$ cat config.mk
export PLATFORM = sky130hd
export DESIGN_NAME = as_imem_arb
export DESIGN_NICKNAME = d
export VERILOG_FILES = /design/src/rtl/as_imem_arb.sv
export SDC_FILE = /design/constraint.sdc
export NUM_CORES = 1
export LEC_CHECK = 0
export CAP_MARGIN = 20
export CORE_AREA = 2 2 78 80
export CTS_CLUSTER_DIAMETER = 100
export CTS_CLUSTER_SIZE = 12
export DETAILED_ROUTE_END_ITERATION = 8
export DIE_AREA = 0 0 80 82
export PLACE_DENSITY = 0.87
export SLEW_MARGIN = 20
export SYNTH_ARGS = -nofsm -noshare
export SYNTH_HDL_FRONTEND = slang
export SYNTH_SLANG_ARGS = --single-unit
$ cat constraint.sdc
create_clock -name clk_i -period 2.4 [get_ports clk_i]
set_input_delay 0.36 -clock clk_i [delete_from_list [all_inputs] [get_ports clk_i]]
set_output_delay 0.36 -clock clk_i [all_outputs]
set_load 0.02 [all_outputs]
$ cat src/rtl/as_imem_arb.sv
// Single-port I-Mem controller: sequences JTAG loader traffic and core fetch, and holds the core in reset while loading.
// Optional macro AS_IMEM_ARB_DBG_EN enables loader access while the core runs, with fetch-starvation relief.
module as_imem_arb #(
    parameter int ADDR_W     = 10,
    parameter int DATA_W     = 32,
    parameter int RST_HOLD   = 2,
    parameter int STARVE_MAX = 4
) (
    input  logic              clk_i,
    input  logic              rstn_i,
    input  logic              ld_mode_i,
    input  logic              ld_req_i,
    input  logic              ld_we_i,
    input  logic [ADDR_W-1:0] ld_addr_i,
    input  logic [DATA_W-1:0] ld_wdata_i,
    output logic              ld_gnt_o,
    output logic              ld_rvalid_o,
    output logic [DATA_W-1:0] ld_rdata_o,
    input  logic              if_req_i,
    input  logic [ADDR_W-1:0] if_addr_i,
    output logic              if_gnt_o,
    output logic              if_rvalid_o,
    output logic [DATA_W-1:0] if_rdata_o,
    output logic              stall_o,
    output logic              core_rst_o,
    output logic              mem_en_o,
    output logic              mem_we_o,
    output logic [ADDR_W-1:0] mem_addr_o,
    output logic [DATA_W-1:0] mem_wdata_o,
    input  logic [DATA_W-1:0] mem_rdata_i
);

    localparam logic [1:0] ST_IDLE    = 2'd0;
    localparam logic [1:0] ST_LOAD    = 2'd1;
    localparam logic [1:0] ST_RELEASE = 2'd2;
    localparam logic [1:0] ST_RUN     = 2'd3;

    generate
        if (RST_HOLD < 1 || RST_HOLD > 15 || STARVE_MAX < 1 || STARVE_MAX > 15) begin : g_param_chk
            $error("as_imem_arb: RST_HOLD and STARVE_MAX must lie in 1..15");
        end
    endgenerate

    logic [1:0] state;
    logic [3:0] hold_cnt;
    logic       is_run;
    logic       is_load;
    logic       ld_force;
    logic       if_gnt;
    logic       ld_gnt;
    logic       rd_vld_p1;
    logic       rd_own_ld_p1;

    assign is_run  = (state == ST_RUN);
    assign is_load = (state == ST_LOAD);

    always_ff @(posedge clk_i or negedge rstn_i) begin
        if (!rstn_i) begin
            state    <= ST_IDLE;
            hold_cnt <= 4'd0;
        end else begin
            case (state)
                ST_IDLE: begin
                    if (ld_mode_i) state <= ST_LOAD;
                end
                ST_LOAD: begin
                    if (!ld_mode_i) begin
                        state    <= ST_RELEASE;
                        hold_cnt <= 4'(RST_HOLD - 1);
                    end
                end
                ST_RELEASE: begin
                    if (ld_mode_i) begin
                        state    <= ST_LOAD;
                        hold_cnt <= 4'd0;
                    end else if (hold_cnt == 4'd0) begin
                        state <= ST_RUN;
                    end else begin
                        hold_cnt <= hold_cnt - 4'd1;
                    end
                end
                default: begin
                    if (ld_mode_i) state <= ST_LOAD;
                end
            endcase
        end
    end

    // Fetch loses the port the same cycle the loader takes ownership back.
    assign if_gnt = is_run & ~ld_mode_i & if_req_i & ~ld_force;

`ifdef AS_IMEM_ARB_DBG_EN
    logic [3:0] starve_cnt;

    assign ld_force = is_run & ~ld_mode_i & if_req_i & ld_req_i
                    & (starve_cnt == 4'(STARVE_MAX));
    assign ld_gnt   = ld_req_i & (is_load | (is_run & ~if_gnt));

    // Counts consecutive fetch wins over a waiting loader.
    always_ff @(posedge clk_i or negedge rstn_i) begin
        if (!rstn_i) begin
            starve_cnt <= 4'd0;
        end else if (!is_run || ld_mode_i || !ld_req_i || ld_gnt) begin
            starve_cnt <= 4'd0;
        end else if (if_gnt) begin
            starve_cnt <= starve_cnt + 4'd1;
        end
    end
`else
    assign ld_force = 1'b0;
    assign ld_gnt   = ld_req_i & is_load;
`endif

    assign if_gnt_o    = if_gnt;
    assign ld_gnt_o    = ld_gnt;
    assign stall_o     = if_req_i & ~if_gnt;
    assign core_rst_o  = ~is_run;

    assign mem_en_o    = if_gnt | ld_gnt;
    assign mem_we_o    = ld_gnt & ld_we_i;
    assign mem_addr_o  = ld_gnt ? ld_addr_i : (if_gnt ? if_addr_i : '0);
    assign mem_wdata_o = ld_gnt ? ld_wdata_i : '0;

    // Stage p0 -> p1: remember who owns the read issued this cycle.
    always_ff @(posedge clk_i or negedge rstn_i) begin
        if (!rstn_i) begin
            rd_vld_p1    <= 1'b0;
            rd_own_ld_p1 <= 1'b0;
        end else begin
            rd_vld_p1    <= mem_en_o & ~mem_we_o;
            rd_own_ld_p1 <= ld_gnt;
        end
    end

    assign ld_rvalid_o = rd_vld_p1 & rd_own_ld_p1;
    assign if_rvalid_o = rd_vld_p1 & ~rd_own_ld_p1;
    assign ld_rdata_o  = mem_rdata_i;
    assign if_rdata_o  = mem_rdata_i;

endmodule

==> flow_summary.toml <==
[status]
status = "finished clean"

[drt]
vias = 1356
via_per_inst = 4.520
drt_iter0_drc = 37
wl_per_cell_um = 15.11
ant_nets = 0
firstDrtPassIters = 4
post-route-drc-count = 0
drt-total-wl_mm = 4.532

[placement]
dp_cells = 297
io_buffer_count = 107
placedInstanceArea_sq_mm = 0.002095
dp_slack_ps = -23.40
place_hpwl_mm = 3.812
gp_congestion = 0.8348

[logic_synthesis]
synth_top_family_by_area = "buffers and inverters"
synth_area_sq_mm = 0.001378
synthAdderAreaFrac_pct = 5.450
syn_avg_cell_area_sq_um = 7.696
ys_seq_area_share_pct = 14.53
synth_compound_gate_area_share_pct = 15.17
syn_nets = 275
synthSimpleGateAreaFrac_pct = 24.52
synth_cell_types = 33
synth_area_leader_cell = "buf_4"
ys.warnings.count = 0
synthTopCellsByArea = "buf_4, and3_1, dfrtp_1, a22o_1, ha_1"
synth_top_area_share_pct = 34.88
synth_mux_area_share_pct = 0.7266
syn_inst = 179
ys_seq_elements = 8
synth-xor-area-share_pct = 0

[sta]
period_minus_slack_ps = 2295
worst_pin_slew_ps = 397.2
skew_ps = 1.815
setup_viol = 0
final_hold_viol_count = 0
rsz0062_at_grt = "false"
tns_ps = 0
setup_slack_ps = 104.7
slew_headroom_pct = 73.44
finalCritPeriodShare_pct = 95.64
fmax_mhz = 435.7
slew_viol_final = 0

[clock_tree]
clock_sinks = 8
cts_tree = "built"
cts_buffer_depth = 2
worstSkewPairLatency_ps = 230
postCtsSetupBuffers = 0
clkTransAtPathRegs_ps = 40
hold_buffers = 0
cts_htree_levels = 1
cts_buffers = 3
ctsRootBufferMaster = "clkbuf_8"

[floorplanning]
fp.coreArea_sq_mm = 0.005746
die_w_um = 80
row_count = 28
design.die.area_sq_mm = 0.006560
start_util_pct = 23.98
boundaryPins = 204
dieHeight_um = 82

[global_routing]
grt_pass1_vias = 1306
antenna_found_initial = 0
grt_first_pass_wirelength_mm = 6.396
grtUsageTotal_pct = 12.58
grt_max_degree = 28
overflow = 0

[cells_and_area]
multi_input_area_sq_um = 634.4
seqCellArea_sq_um = 200.2
final_common_cell = "clkdlybuf4s50_1"
fin_nets = 323
final_cells = 300
design_area_sq_mm = 0.002202
final_cell_mix = "clkdlybuf4s50_1, and3_1, dlymetal6s2s_1, a22o_1, dlygate4sd2_1"
n_antenna_cell = 0
layout-drive-gt1-share_pct = 6.222
area_growth_pct = 59.85
fillers = 613

[worst_setup_path]
crit_required_ps = 2040
cp_top_family = "buffers and inverters"
end_kind = "output port"
cp_num_buf_inv = 3
path_depth = 5
crit_arrival_ps = 1940
critPathLaunchType = "flop"
r2r_setup_slack_ps = 630
crit_slowest_cell = "clkdlybuf4s50_1"
cp_cell_sequence = "inv_1 -> ha_2 -> buf_4 -> and3_1 -> clkdlybuf4s50_1"
worstSetupPathType = "flop to output port"
worst_r2r_path_depth = 5
crit_fanout = 13
slowest_delay_ps = 600

[power]
leakage_nw = 1.471
p_total_mw = 1.538
power_density_mw_per_mm2 = 698.6
ir_drop_v = 0.0003334

[min_path]
holdCritPathClass = "primary input to async pin"

[job]
cap_violations = 0
## report_power, final
group | internal [mW] | leakage (nW) | switching [mW] | total, mW
combinational | 0.561 | 1.35 | 0.588 | 1.15
clock | 0.109 | 0.0216 | 0.0585 | 0.168
sequential | 0.175 | 0.102 | 0.0468 | 0.221
## metrics by stage
stage	hold slack [ps]	utilization (%)
4_1_cts	426.2	37.02
6_report	419.6	38.33
3_3_place_gp	550.3	36.45
3_5_place_dp	582.3	36.45
5_1_grt	444.3	38.33
2_1_floorplan	64.41	-
## worst paths after layout
| check | from | to |
|---|---|---|
| worst min-delay path | rstn_i | hold_cnt[0] |
| worst min register to register | hold_cnt[1] | hold_cnt[1] |
| worst max register to register | hold_cnt[0] | state[1] |
| worst max-delay path | state[1] | mem_wdata_o[28] |
| max in group asynchronous | rstn_i | state[1] |
| min in group clk_i | hold_cnt[1] | hold_cnt[1] |
## area by class of cell
type	instances	area share [%]
clock buffers	3	1.875
well taps	75	4.261
repair buffers	116	54.60
multi-input cells	90	28.81
inverters	8	1.364
flip-flops and latches	8	9.091
## sequential cells by signal, summed over array words and instances (netlist names)
register and flops:
hold_cnt 4, rd_own_ld_p1 1, rd_vld_p1 1, state 2
## cells by family (layout without fill, tap and decap cells)
kind of cell / after synthesis / count (layout)
buffers and inverters: 81 / 127
AOI/OAI and AO/OA: 28 / 28
DFF: 8 / 8
muxes: 1 / 1
adders and majority gates: 6 / 6
and+or+nand+nor: 55 / 55
## cell usage after synthesis
cell type / count
nand2b_1: 1
mux2i_1: 1
a21boi_0: 1
and3_1: 33
and2_1: 2
a2111o_1: 1
o21bai_1: 1
nand2_1: 3
or3_1: 2
or3b_4: 1
buf_4: 64
buf_2: 1
nor3_1: 1
clkbuf_1: 8
a211oi_1: 1
o211ai_1: 1
o21ai_0: 6
nor3b_1: 1
dfrtp_1: 8
o311ai_0: 1
ha_1: 6
inv_1: 8
or2b_1: 1
a21oi_1: 3
nor4b_1: 1
a2111oi_0: 1
and2b_1: 1
o311ai_1: 1
a311oi_1: 1
nor2_1: 4
nor2b_1: 3
nand3b_1: 1
a22o_1: 10
## per-layer routing
layer	share of wire, %	global-route usage, %	vias up	routed length, um
met1	36	14.14	617	1635
met4	3.6	6.949	0	163
met3	9.6	3.736	23	437
met5	0	0	-	0
met2	51	21.33	69	2295
li1	-	-	647	-
## what timing repair did
item / in CTS / in global routing
pin swaps: 0 / 0
cloned: 0 / 0
endpoints found under the hold margin: 0 / 0
resized for setup: 11 / 30
endpoints found under the setup margin: 30 / 37
Power figures use the tool's default switching activity.
